==> src/rtl/product_accumulator_if.sv <==
// Product accumulator bus: upstream product terms in, accumulated result out.
// master = producer/consumer side, slave = the accumulator.
interface product_accumulator_if #(
    parameter int unsigned BIT     = 16,
    parameter int unsigned ACC_EXT = 4,
    parameter int unsigned CNT_W   = 8
);
    localparam int unsigned PROD_W = 2 * BIT;
    localparam int unsigned ACC_W  = PROD_W + ACC_EXT;

    logic              clear;
    logic              in_valid;
    logic              in_ready;
    logic [PROD_W-1:0] product;
    logic              in_last;
    logic              out_valid;
    logic              out_ready;
    logic [ACC_W-1:0]  acc_out;
    logic [CNT_W-1:0]  term_cnt;
    logic              ovf;

    modport master (
        output clear, in_valid, product, in_last, out_ready,
        input  in_ready, out_valid, acc_out, term_cnt, ovf
    );

    modport slave (
        input  clear, in_valid, product, in_last, out_ready,
        output in_ready, out_valid, acc_out, term_cnt, ovf
    );
endinterface

==> src/rtl/product_accumulator.sv <==
// Accumulates groups of unsigned product terms and presents each group sum.
// BIT is the upstream multiplier operand width (the lowercase name is a
// reserved word); the accumulator is 2*BIT + ACC_EXT bits wide.
// Build option: define PRODUCT_ACCUMULATOR_SAT_EN to clamp the sum at full
// scale on overflow instead of wrapping; ovf is sticky per group either way.
module product_accumulator #(
    parameter int unsigned BIT     = 16,
    parameter int unsigned ACC_EXT = 4,
    parameter int unsigned CNT_W   = 8
) (
    input  logic                  clk,
    input  logic                  rst_n,
    product_accumulator_if.slave  bus
);
    localparam int unsigned PROD_W = 2 * BIT;
    localparam int unsigned ACC_W  = PROD_W + ACC_EXT;
    localparam int unsigned SUM_W  = ACC_W + 1;

    typedef enum logic [1:0] {
        IDLE  = 2'd0,
        ACCUM = 2'd1,
        HOLD  = 2'd2
    } state_t;

    state_t             state_q, state_d;
    logic [ACC_W-1:0]   acc_q, acc_d;
    logic [CNT_W-1:0]   cnt_q, cnt_d;
    logic               ovf_q, ovf_d;
    logic               in_ready_q;
    logic               out_valid_q;

    logic               accept_c;
    logic [SUM_W-1:0]   sum_c;
    logic               carry_c;

    // Handshake and one-bit-wider sum so the carry out marks overflow.
    assign accept_c = bus.in_valid & in_ready_q;
    assign sum_c    = {1'b0, acc_q} + SUM_W'(bus.product);
    assign carry_c  = sum_c[ACC_W];

    // Next-state, accumulator, counter and overflow logic.
    always_comb begin
        state_d = state_q;
        acc_d   = acc_q;
        cnt_d   = cnt_q;
        ovf_d   = ovf_q;

        if (bus.clear) begin
            state_d = IDLE;
            acc_d   = '0;
            cnt_d   = '0;
            ovf_d   = 1'b0;
        end else begin
            case (state_q)
                IDLE, ACCUM: begin
                    if (accept_c) begin
`ifdef PRODUCT_ACCUMULATOR_SAT_EN
                        acc_d = (carry_c | ovf_q) ? '1 : sum_c[ACC_W-1:0];
`else
                        acc_d = sum_c[ACC_W-1:0];
`endif
                        ovf_d   = ovf_q | carry_c;
                        cnt_d   = (&cnt_q) ? cnt_q : cnt_q + CNT_W'(1);
                        state_d = bus.in_last ? HOLD : ACCUM;
                    end
                end
                HOLD: begin
                    if (bus.out_ready) begin
                        state_d = IDLE;
                        acc_d   = '0;
                        cnt_d   = '0;
                        ovf_d   = 1'b0;
                    end
                end
                default: begin
                    state_d = IDLE;
                    acc_d   = '0;
                    cnt_d   = '0;
                    ovf_d   = 1'b0;
                end
            endcase
        end
    end

    // State and registered outputs; in_ready stays low until the first edge after reset.
    always_ff @(posedge clk or negedge rst_n) begin
        if (!rst_n) begin
            state_q     <= IDLE;
            acc_q       <= '0;
            cnt_q       <= '0;
            ovf_q       <= 1'b0;
            in_ready_q  <= 1'b0;
            out_valid_q <= 1'b0;
        end else begin
            state_q     <= state_d;
            acc_q       <= acc_d;
            cnt_q       <= cnt_d;
            ovf_q       <= ovf_d;
            in_ready_q  <= (state_d != HOLD);
            out_valid_q <= (state_d == HOLD);
        end
    end

    assign bus.in_ready  = in_ready_q;
    assign bus.out_valid = out_valid_q;
    assign bus.acc_out   = acc_q;
    assign bus.term_cnt  = cnt_q;
    assign bus.ovf       = ovf_q;
endmodule

==> src/flat_wrapper.sv <==
// flat-port wrapper written by rule: the top's interface ports become plain ports
module product_accumulator_flat 
#(
    parameter int unsigned BIT     = 16,
    parameter int unsigned ACC_EXT = 4,
    parameter int unsigned CNT_W   = 8
)
  (clk, rst_n, bus_clear, bus_in_valid, bus_product, bus_in_last, bus_out_ready, bus_in_ready, bus_out_valid, bus_acc_out, bus_term_cnt, bus_ovf);
  product_accumulator_if #(.BIT(BIT), .ACC_EXT(ACC_EXT), .CNT_W(CNT_W)) bus_i ();
  input  logic clk;
  input  logic rst_n;
  input wire logic [$bits(bus_i.clear)-1:0] bus_clear;
  input wire logic [$bits(bus_i.in_valid)-1:0] bus_in_valid;
  input wire logic [$bits(bus_i.product)-1:0] bus_product;
  input wire logic [$bits(bus_i.in_last)-1:0] bus_in_last;
  input wire logic [$bits(bus_i.out_ready)-1:0] bus_out_ready;
  output wire logic [$bits(bus_i.in_ready)-1:0] bus_in_ready;
  output wire logic [$bits(bus_i.out_valid)-1:0] bus_out_valid;
  output wire logic [$bits(bus_i.acc_out)-1:0] bus_acc_out;
  output wire logic [$bits(bus_i.term_cnt)-1:0] bus_term_cnt;
  output wire logic [$bits(bus_i.ovf)-1:0] bus_ovf;
  assign bus_i.clear = bus_clear;
  assign bus_i.in_valid = bus_in_valid;
  assign bus_i.product = bus_product;
  assign bus_i.in_last = bus_in_last;
  assign bus_i.out_ready = bus_out_ready;
  assign bus_in_ready = bus_i.in_ready;
  assign bus_out_valid = bus_i.out_valid;
  assign bus_acc_out = bus_i.acc_out;
  assign bus_term_cnt = bus_i.term_cnt;
  assign bus_ovf = bus_i.ovf;
  product_accumulator #(.BIT(BIT), .ACC_EXT(ACC_EXT), .CNT_W(CNT_W)) u_core (.clk(clk), .rst_n(rst_n), .bus(bus_i));
endmodule
==> config.mk <==
export PLATFORM = sky130hd
export DESIGN_NAME = product_accumulator_flat
export DESIGN_NICKNAME = d
export VERILOG_FILES = /design/src/rtl/product_accumulator_if.sv /design/src/rtl/product_accumulator.sv /design/src/flat_wrapper.sv
export SDC_FILE = /design/constraint.sdc
export NUM_CORES = 1
export LEC_CHECK = 0
export ABC_AREA = 1
export BUFFER_PORTS_ARGS = -buffer_cell sky130_fd_sc_hd__buf_4
export CAP_MARGIN = 10
export CORE_ASPECT_RATIO = 0.9
export CORE_UTILIZATION = 45
export CTS_BUF_LIST = sky130_fd_sc_hd__clkbuf_2 sky130_fd_sc_hd__clkbuf_4 sky130_fd_sc_hd__clkbuf_8
export DETAILED_ROUTE_END_ITERATION = 10
export GPL_TIMING_DRIVEN = 1
export HOLD_SLACK_MARGIN = 0.08
export PLACE_DENSITY = 0.65
export SYNTH_ARGS = -nofsm -noshare
export SYNTH_HDL_FRONTEND = slang
export SYNTH_SLANG_ARGS = --single-unit
==> constraint.sdc <==
create_clock -name clk -period 3.2 [get_ports clk]
set_clock_uncertainty 0.2 [all_clocks]
set_input_delay 0.48 -clock clk [delete_from_list [all_inputs] [get_ports clk]]
set_output_delay 0.48 -clock clk [all_outputs]
set_load 0.02 [all_outputs]
-- Word-level counts from Yosys, hierarchy flattened
Index checks and enable logic that the tools add are counted.
- register bits: 49
- input port bits: 38
- output and inout port bits: 47
- add/subtract/negate cells: 2
- eq/ne operators: 7
- multiplexer cells: 18
- bitwise operators: 2
- reduce and logical (&&, ||, !) cells: 5
- operator list (operator ; number):
    two-way mux 36 bit ; 3
    one-hot mux 36 bit (2 select lines) ; 1
    adder 36 x 32 -> 37 bit ; 1
    two-way mux 8 bit ; 4
    one-hot mux 8 bit (2 select lines) ; 1
    adder 8 x 1 -> 8 bit, second input constant ; 1
    two-way mux 2 bit ; 4
    AND reduction 8 bit ; 1
    inequality test 3 bit, second input constant ; 2
    == test 2 bit, second input constant ; 2
    one-hot mux 2 bit (2 select lines) ; 1
    two-way mux 1 bit ; 3
    inequality test 3 x 2 -> 1 bit, second input constant ; 1
    AND reduction 3 bit ; 1
    == test 2 x 1 -> 1 bit, second input constant ; 1
    zero test 2 bit ; 1
    inequality test 2 bit, second input constant ; 1
    one-hot mux 1 bit (2 select lines) ; 1
    AND reduction 2 bit ; 1
    OR reduction 2 bit ; 1
    bitwise AND 1 bit ; 1
    OR 1 bit ; 1

-- Longest topological paths before layout
Gate-level depths: netlist of run 1.
- depth after elaboration: 5
- mapped depth: 15

-- Worst setup path before layout of run 1
OpenSTA, ideal clock, no wires.
- path kind: reg-to-reg
- start: register u_core.acc_q[0] (netlist: u_core.bus.acc_out[0])
- end: register u_core.acc_q[28] (netlist: u_core.bus.acc_out[28])
- setup time: 0.076 ns
- arrival time: 1.864 ns
- data required time: 2.924 ns
- setup slack: 1.060 ns
- stages on the path, launching flop included: 14
- cell sequence: dfrtp_1 > ha_1 > fa_1 > nand2_1 > nand3_1 > nand3_1 > nand2_2 > nand2_1 > nand2_2 > nand3_1 > nand2_1 > nand2_1 > nand2_1 > o21ai_1
- word-level cells in the longest chain between the ends: 4
- ends and longest elaborated chain (what ; line ; text):
    start: declaration ; product_accumulator.sv:26 ; logic [ACC_W-1:0] acc_q, acc_d;
    start signal: assignment ; product_accumulator.sv:89 ; acc_q <= '0;
    start signal: assignment ; product_accumulator.sv:96 ; acc_q <= acc_d;
    adder 36 x 32 -> 37 bit ; product_accumulator.sv:38 ; assign sum_c = {1'b0, acc_q} + SUM_W'(bus.product);
    two-way mux 36 bit ; product_accumulator.sv:56 ; if (accept_c) begin
    one-hot mux 36 bit (2 select lines) ; product_accumulator.sv:54 ; case (state_q)
    two-way mux 36 bit ; product_accumulator.sv:48 ; if (bus.clear) begin
No other way between the ends. The select of a mux whose other input is x is not followed.
A chain may end at the register's enable or synchronous reset.

-- Final worst setup path of run 1
Same ends and word-level chain as after synthesis.

==> results.json, run 1 <==
{
  "routedWlPerCell_microns": 14.4,
  "start_util": 0.466,
  "grt_pass1_vias": 4450,
  "port-buffer-count": 84,
  "grt_pass1_wl_mm": 21.4,
  "clkTransAtPathRegs_ns": 0.09,
  "synth-edff-count": 0,
  "max_stage_delay_ns": 0.44,
  "max-slew-margin-rel": 0.542,
  "die_area_sq_um": 9940,
  "syn_area_sq_um": 4290,
  "syn_to_final_growth_pct": 20.5,
  "critPathCaptureType": "flip-flop",
  "worst-path-buf-inv": 0,
  "ir_worst_vdd_v": 0.000295,
  "clk_path_buf_depth": 2,
  "path_cells": "ha_1 > fa_1 > nand2_1 > nand3_1 > nand3_1 > nand2_2 > nand2_1 > nand2_2 > nand3_1 > nand2_1 > nand2_1 > nand2_1 > o21ai_1",
  "timing.final.max_slew_violations": 0,
  "ys.flop_type": "dfrtp_1",
  "ys_top_cells_by_area": "dfrtp_1 (29%), nand2_1 (21%), ha_1 (9.6%)",
  "critical_path.slowest_cell": "fa_1",
  "cts_resized": 0,
  "start_kind": "flip-flop",
  "dieHeight_microns": 94.7,
  "clock_sinks": 49,
  "grtUsageTotal": 0.274,
  "clock.fmax_mhz": 415,
  "synth_cell_types": 33,
  "core_area_sq_um": 9210,
  "r2r-start": "u_core.bus.acc_out[0]",
  "nFillCells": 953,
  "cts_root_buf": "clkbuf_8",
  "cp_top_family": "simple AND/OR/NAND/NOR gates",
  "worst_pin_slew_ns": 0.688,
  "drive_gt1_frac": 0.162,
  "cts_tree": "built",
  "fin_crit_sh": 0.753,
  "synth.net_count": 753,
  "ys_seq_area_frac": 0.286,
  "status": "finished clean",
  "powerDensity_nw_per_um2": 394,
  "grt_overflow": 0,
  "min_from": "bus_in_last",
  "startpoint": "u_core.bus.acc_out[0]",
  "grt_max_degree": 50,
  "min_path_type": "in -> reg",
  "rsz0062_at_grt": "false",
  "yosysTopAreaCell": "dfrtp_1",
  "worstPathRequired_ns": 3.24,
  "synth-warning-count": 0,
  "rows": 33,
  "synth_top_area_frac": 0.286,
  "synth_cells": 681,
  "leakagePower_nw": 2.91,
  "dpl.hpwl_mm": 10.1,
  "worstPathMaxFanout": 4,
  "firstDrtPassIters": 5,
  "cts_buffers": 5,
  "synth_seq_cells": 49,
  "clkLatencyLatePin_ns": 0.32,
  "ant_nets": 0,
  "postCtsHoldBufs": 1,
  "setup_viol": 0,
  "dr.first_iter.drc_count": 329,
  "diodes": 0,
  "vias": 4697,
  "cp_data_arrival_time_ns": 2.45,
  "avgViaCountPerCell": 5.27,
  "hold_viol": 0,
  "finalCriticalPeriod_ns": 2.41,
  "place.gp.congestion": 0.944,
  "drv_cap": 0,
  "io_pins": 85,
  "finish.utilization": 0.562,
  "cpMostUsedCell": "nand2_1",
  "drc": 0,
  "die_x_microns": 105,
  "post-cts-setup-buffers": 0,
  "wirelength_mm": 12.9,
  "syn_avg_cell_area_sq_um": 6.31,
  "antenna_found_initial": 0,
  "fin_setup_tns_ns": 0,
  "nets": 842,
  "htree_levels": 2,
  "worstSetupPathType": "reg -> reg",
  "async_reset_ff_frac": 1.00
}
-- logic make-up after synthesis --
group           count (synthesis)  share of synthesized area
buf+inv                        97                     0.0848
simple gates                  381                      0.377
flops                          49                      0.286
compound gates                120                      0.152
fa+ha+maj                      34                      0.101
-- path summary, 6_finish.rpt --
check / endpoint / slack [ns] / depth (start not counted)
setup / recovery: u_core.bus.acc_out[28] / 0.79 / 13
hold reg to reg: u_core.bus.acc_out[15] / 0.32 / 2
min in group asynchronous: u_core.bus.acc_out[11] / 0.54 / 2
max in group asynchronous: u_core.bus.acc_out[28] / 1.80 / 2
hold / removal: u_core.state_q[0] / 0.23 / 4
setup reg to reg: u_core.bus.acc_out[28] / 0.79 / 13
-- cells in the final DEF, fill, tap and decap left out, types with 2 or more instances in the layout --
| cell type | synthesis | layout |
|---|---|---|
| a211oi_1 | 2 | 2 |
| a21o_1 | 4 | 4 |
| a21oi_1 | 57 | 57 |
| a22o_1 | 2 | 2 |
| a32o_1 | 2 | 2 |
| buf_4 | 0 | 87 |
| clkbuf_8 | 0 | 5 |
| dfrtp_1 | 49 | 49 |
| ha_1 | 33 | 33 |
| inv_1 | 89 | 89 |
| nand2_1 | 237 | 237 |
| nand2_2 | 13 | 13 |
| nand3_1 | 26 | 26 |
| nand3_2 | 5 | 5 |
| nand3b_1 | 5 | 5 |
| nand4_1 | 3 | 3 |
| nor2_1 | 71 | 71 |
| nor2_2 | 4 | 4 |
| nor3_1 | 7 | 7 |
| nor3_2 | 4 | 4 |
| nor3b_1 | 2 | 2 |
| o21ai_0 | 38 | 38 |
| o21ai_1 | 8 | 8 |
| o21bai_1 | 3 | 3 |
| or2_2 | 2 | 2 |
-- through the flow --
stage,cell area (sq um),hold WS (ns),power (mW),instances,setup slack (ns)
floorplan,4290,-0.0156,1.33,681,1.06
global placement,5080,0.296,1.63,884,0.702
detailed placement,5080,0.299,1.64,884,0.693
CTS,5170,0.209,2.04,892,0.829
global route,5170,0.226,2.19,892,0.628
finish,5170,0.227,2.04,892,0.792
-- area by class of cell --
| type | count | area (sq um) | share of cell area |
|---|---|---|---|
| clock buffer | 5 | 68.8 | 0.0133 |
| clock inverter | 2 | 16.3 | 0.00314 |
| inverter | 91 | 342 | 0.0660 |
| multi-input combinational | 535 | 2700 | 0.523 |
| sequential | 49 | 1230 | 0.237 |
| tap | 122 | 153 | 0.0295 |
| timing repair buffer | 88 | 663 | 0.128 |
-- synthesized netlist by cell type, drive strengths merged (4+ instances only) --
library cell,instances
inv,90
ha,33
a21oi,57
nand2,250
nand3b,5
nand3,31
dfrtp,49
nor3,11
clkbuf,6
a21o,4
o21ai,47
nor2,75
-- routing by layer --
layer  GRT usage  wire (microns)  vias up
met1       0.396            6480     2155
met4      0.0563             141        0
li1            -               -     2355
met3      0.0393             816       14
met2       0.435            5430      173
met5           0               0        -
-- where the power goes --
part,switching [mW],internal (mW),total [mW]
registers,0.0570,0.677,0.734
logic,0.590,0.324,0.914
clock network,0.236,0.152,0.388
-- tightest hold or removal path, delay by kind of cell --
| family | cells | cell delay [ns] |
|---|---|---|
| AO/OA/AOI/OAI | 1 | 0.04 |
| buffers and inverters | 2 | 0.15 |
| AND/OR/NAND/NOR | 1 | 0.04 |
-- flip-flops by register name, indices dropped and copies added (netlist names) --
signal / flops
u_core.bus.acc_out: 36
u_core.bus.term_cnt: 8
u_core.state_q: 2
u_core.bus.in_ready: 1
u_core.bus.out_valid: 1
u_core.bus.ovf: 1
No activity file was read; power rests on OpenSTA's default activity.
==> run 2: changes to the inputs <==
Settings changed: PLACE_DENSITY 0.65 to 0.68.
Clock period 3.2 ns to 2.17 ns, I/O delays scaled along.
==> results.json, run 2 (synthesis gave the netlist of run 1 again) <==
{
  "pwr-share-clk": 0.178,
  "grt_overflow": 0,
  "clkLatencyLatePin_ns": 0.32,
  "firstDrtPassIters": 5,
  "dp_cells": 927,
  "top_layer": "met4",
  "avgViaCountPerCell": 5.19,
  "wl_met2_mm": 5.98,
  "swShare": 0.429,
  "total_power_mw": 3.57,
  "vias": 4917,
  "clkTransAtPathRegs_ns": 0.11,
  "clk_path_buf_depth": 2,
  "cp_data_arrival_time_ns": 2.12,
  "drc": 0,
  "powerDensity_nw_per_um2": 577,
  "route.met3.wl_microns": 865,
  "worst_pin_slew_ns": 0.673,
  "wirelength_mm": 13.7,
  "dp_slack_ns": -0.195,
  "place_area_sq_um": 5400,
  "grt_max_degree": 50,
  "min_path_type": "in -> reg",
  "drive_gt1_frac": 0.341,
  "worstSetupPathType": "reg -> reg",
  "core_area_sq_um": 9210,
  "diodes": 0,
  "worstPathMaxFanout": 6,
  "dieHeight_microns": 94.7,
  "critPathCaptureType": "flip-flop",
  "largest_reg_flops": 36,
  "cts_tree": "built",
  "status": "finished clean",
  "path_cells": "ha_4 > nand2_2 > buf_4 > nor2_2 > nand3_2 > nand2_2 > nand2_2 > nand2_4 > nand3_2 > nand2_2 > nand2_1 > nand2_1 > o21ai_1",
  "cp_top_family": "simple AND/OR/NAND/NOR gates",
  "fin_area_sq_um": 6180,
  "ant_nets": 0,
  "dr.first_iter.drc_count": 287,
  "seqPwrFrac": 0.307,
  "finish.utilization": 0.671,
  "grt_pass1_vias": 4486,
  "fin_cells": 948,
  "drv_cap": 0,
  "leakagePower_nw": 3.23,
  "final_common_cell": "nand2_1",
  "p_int_mw": 2.04,
  "critical_path.slowest_cell": "dfrtp_1",
  "worst-path-buf-inv": 1,
  "clock.fmax_mhz": 475,
  "setup_viol": 0,
  "final_cell_mix": "nand2_1 (214), buf_4 (140), inv_1 (88)",
  "grtUsageTotal": 0.271,
  "ir_worst_vdd_v": 0.000443,
  "port-buffer-count": 84,
  "cts_root_buf": "clkbuf_8",
  "dpl.hpwl_mm": 10.2,
  "rsz0062_at_grt": "true",
  "max_stage_delay_ns": 0.44,
  "finalCriticalPeriod_ns": 2.10,
  "htree_levels": 2,
  "clock_sinks": 49,
  "io_pins": 85,
  "rows": 33,
  "hold_viol": 0,
  "place.gp.congestion": 0.945,
  "routedWlPerCell_microns": 14.4,
  "syn_to_final_growth_pct": 44.0,
  "max-slew-margin-rel": 0.551,
  "switching_power_mw": 1.53,
  "fin_setup_tns_ns": 0,
  "start_kind": "flip-flop",
  "cts_buffers": 5,
  "start_util": 0.466,
  "wl_met1_mm": 6.65,
  "antenna_found_initial": 0,
  "cpMostUsedCell": "nand2_2",
  "timing.final.max_slew_violations": 0,
  "fin_crit_sh": 0.970,
  "die_area_sq_um": 9940,
  "setup_ws_ns": 0.0656,
  "worstPathRequired_ns": 2.18,
  "timing.hold.ws_ns": 0.124,
  "nets": 897,
  "comb_power_share": 0.514,
  "grt_pass1_wl_mm": 21.3,
  "die_x_microns": 105
}
run 2: timing repair:
action | in CTS | in global routing
pin swaps | 2 | 13
endpoints found under the setup margin | 12 | 27
resized for setup | 10 | 120
endpoints found under the hold margin | 50 | 0
setup buffers | 3 | 8
hold buffers | 2 | 0
run 2: final timing paths:
| path | start | to | slack (ns) | cells after the start |
|---|---|---|---|---|
| worst max-delay path | u_core.bus.acc_out[6] | u_core.bus.acc_out[28] | 0.07 | 13 |
| worst min-delay path | bus_in_valid | u_core.state_q[0] | 0.12 | 3 |
| worst max register to register | u_core.bus.acc_out[6] | u_core.bus.acc_out[28] | 0.07 | 13 |
| worst min register to register | u_core.bus.acc_out[27] | u_core.bus.acc_out[27] | 0.33 | 2 |
| max in group asynchronous | rst_n | u_core.bus.acc_out[16] | 0.91 | 2 |
| min in group asynchronous | rst_n | u_core.bus.acc_out[11] | 0.37 | 2 |
run 2: worst min-delay path: stages:
cell and delay (ns):
buf_4 0.11, nand2_1 0.09, a211oi_1 0.09
run 2: cell type report:
cell class              instances  area (sq um)
inverters                      91           342
clock buffers                   5          68.8
repair buffers                143          1090
well taps                     122           153
flip-flops and latches         49          1230
clock inverters                 3          28.8
multi-input cells             535          3270
fillers                       826          3030
run 2: routing by layer:
metal,vias to the layer above,GRT usage
li1,2479,-
met1,2267,0.387
met2,158,0.424
met3,13,0.0462
met4,0,0.0704
met5,-,0
run 2: power groups by stage:
stage          sequential, mW  clock (mW)  combinational, mW
2_1_floorplan            1.19           0              0.775
3_3_place_gp             1.08           0               1.47
3_5_place_dp             1.09           0               1.49
4_1_cts                  1.07       0.659               1.53
5_1_grt                  1.11       0.679               2.00
6_report                 1.10       0.636               1.84
==> run 3: changes to the inputs <==
Settings changed: ABC_AREA 1 to default, PLACE_DENSITY 0.68 to 0.69.
==> results.json, run 3 <==
{
  "status": "finished with violations",
  "violations": "setup timing",
  "startpoint": "u_core.bus.acc_out[8]",
  "avgViaCountPerCell": 5.62,
  "wirelength_mm": 11.1,
  "timing.final.max_slew_violations": 0,
  "ant_nets": 0,
  "max-slew-margin-rel": 0.551,
  "finish.utilization": 0.767,
  "fin_setup_tns_ns": -9.05,
  "clock_sinks": 49,
  "critical_path.slowest_cell": "dfrtp_2",
  "worstPathRequired_ns": 2.17,
  "path_cells": "ha_4 > a21o_1 > a221oi_4 > a31oi_2 > a211o_2 > a221o_2 > xor2_1 > a22o_1",
  "leakagePower_nw": 2.91,
  "cts_root_buf": "clkbuf_8",
  "syn_to_final_growth_pct": 62.3,
  "syn_area_sq_um": 3640,
  "drive_gt1_frac": 0.511,
  "synth_cells": 391,
  "timing.hold.ws_ns": 0.127,
  "synth_seq_cells": 49,
  "htree_levels": 2,
  "setup_ws_ns": -0.515,
  "start_util": 0.473,
  "worstPathMaxFanout": 4,
  "firstDrtPassIters": 5,
  "finalCriticalPeriod_ns": 2.69,
  "rsz0062_at_grt": "true",
  "dieHeight_microns": 87.3,
  "yosysTopAreaCell": "dfrtp_1",
  "grt_pass1_wl_mm": 17.7,
  "fin_cells": 691,
  "final_cell_mix": "buf_4 (205), dfrtp_1 (41), a22o_1 (29)",
  "worstSetupPathType": "reg -> reg",
  "cts_buffers": 5,
  "core_area_sq_um": 7690,
  "antenna_found_initial": 0,
  "total_power_mw": 3.98,
  "synth-warning-count": 0,
  "grtUsageTotal": 0.258,
  "max_stage_delay_ns": 0.44,
  "final_common_cell": "buf_4",
  "synth.net_count": 463,
  "clkTransAtPathRegs_ns": 0.10,
  "setup_viol": 27,
  "clock.fmax_mhz": 372,
  "clkLatencyLatePin_ns": 0.31,
  "place.gp.congestion": 0.906,
  "async_reset_ff_frac": 1.00,
  "start_kind": "flip-flop",
  "worst_pin_slew_ns": 0.673,
  "dp_cells": 674,
  "ys.flop_type": "dfrtp_1",
  "nets": 666,
  "ys_seq_area_frac": 0.337,
  "yosysMostFrequentCell": "dfrtp_1",
  "ys_top_cells_by_area": "dfrtp_1 (34%), ha_1 (11%), a22o_1 (7.0%)",
  "dp_slack_ns": -0.689,
  "diodes": 0,
  "cp_data_arrival_time_ns": 2.69,
  "vias": 3880,
  "yosys-top-cells-count": "dfrtp_1 (49), a21oi_1 (41), ha_1 (33)",
  "routedWlPerCell_microns": 16.1,
  "clk_path_buf_depth": 2,
  "synth-edff-count": 0,
  "io_pins": 85,
  "cts_tree": "built",
  "die_x_microns": 96.8,
  "r2r-start": "u_core.bus.acc_out[8]",
  "fin_crit_sh": 1.24,
  "drv_cap": 0,
  "min_path_type": "in -> reg",
  "largest_reg_flops": 36,
  "rows": 30,
  "powerDensity_nw_per_um2": 674,
  "syn_avg_cell_area_sq_um": 9.31,
  "synth_top_area_frac": 0.337,
  "port-buffer-count": 84,
  "min_from": "bus_in_last",
  "place_area_sq_um": 5440,
  "grt_overflow": 0,
  "fin_area_sq_um": 5900,
  "synth_cell_types": 58,
  "drc": 0,
  "dpl.hpwl_mm": 8.11,
  "grt_pass1_vias": 3745,
  "ir_worst_vdd_v": 0.000447,
  "critPathCaptureType": "flip-flop",
  "die_area_sq_um": 8450,
  "dr.first_iter.drc_count": 161,
  "hold_viol": 0,
  "grt_max_degree": 50
}
-- run 3: worst max-delay path, delay by kind of cell, from the launching register on --
kind            cells  cell delay, ns
flops               1            0.44
compound gates      6            1.53
fa+ha+maj           1            0.25
xor+xnor            1            0.15
-- run 3: logic make-up after synthesis --
| family | after synthesis | share of synthesized area |
|---|---|---|
| XOR/XNOR | 35 | 0.0842 |
| buffers and inverters | 26 | 0.0375 |
| multiplexers | 3 | 0.00860 |
| flip-flops | 49 | 0.337 |
| AO/OA/AOI/OAI | 142 | 0.274 |
| adder cells (fa/ha/maj) | 34 | 0.119 |
| AND/OR/NAND/NOR | 102 | 0.139 |
-- run 3: timing repair --
action | 4_1_cts | 5_1_grt
resized for setup | 38 | 23
buffers inserted | 7 | 5
endpoints found under the setup margin | 30 | 31
pin swaps | 27 | 18
endpoints found under the hold margin | 52 | 0
hold buffers | 2 | 0
-- run 3: report_power, final --
part | internal, mW | switching, mW
clock network | 0.376 | 0.348
registers | 1.02 | 0.0914
logic | 1.10 | 1.05
-- run 3: final cells by class --
cell class	instances	area (sq um)
clock buffers	6	82.6
clock inverters	2	37.5
fillers	553	1790
inverters	12	45.0
multi-input cells	316	2790
flip-flops and latches	49	1240
well taps	96	120
repair buffers	210	1590
-- run 3: final timing paths --
path                                          end  slack (ns)  cells after the start
max reg2reg                u_core.bus.acc_out[27]       -0.52                      8
min                             u_core.state_q[0]        0.13                      3
min reg2reg                        u_core.bus.ovf        0.31                      2
min in group asynchronous  u_core.bus.acc_out[13]        0.39                      2
max                        u_core.bus.acc_out[27]       -0.52                      8
max in group asynchronous   u_core.bus.acc_out[0]        0.90                      2
-- run 3: per-layer routing --
| metal | wire length (microns) | global-route usage | up-vias |
|---|---|---|---|
| met5 | 0 | 0 | - |
| met4 | 145 | 0.0597 | 0 |
| met3 | 632 | 0.0546 | 22 |
| met2 | 5500 | 0.458 | 124 |
| met1 | 4850 | 0.323 | 1866 |
| li1 | - | - | 1868 |
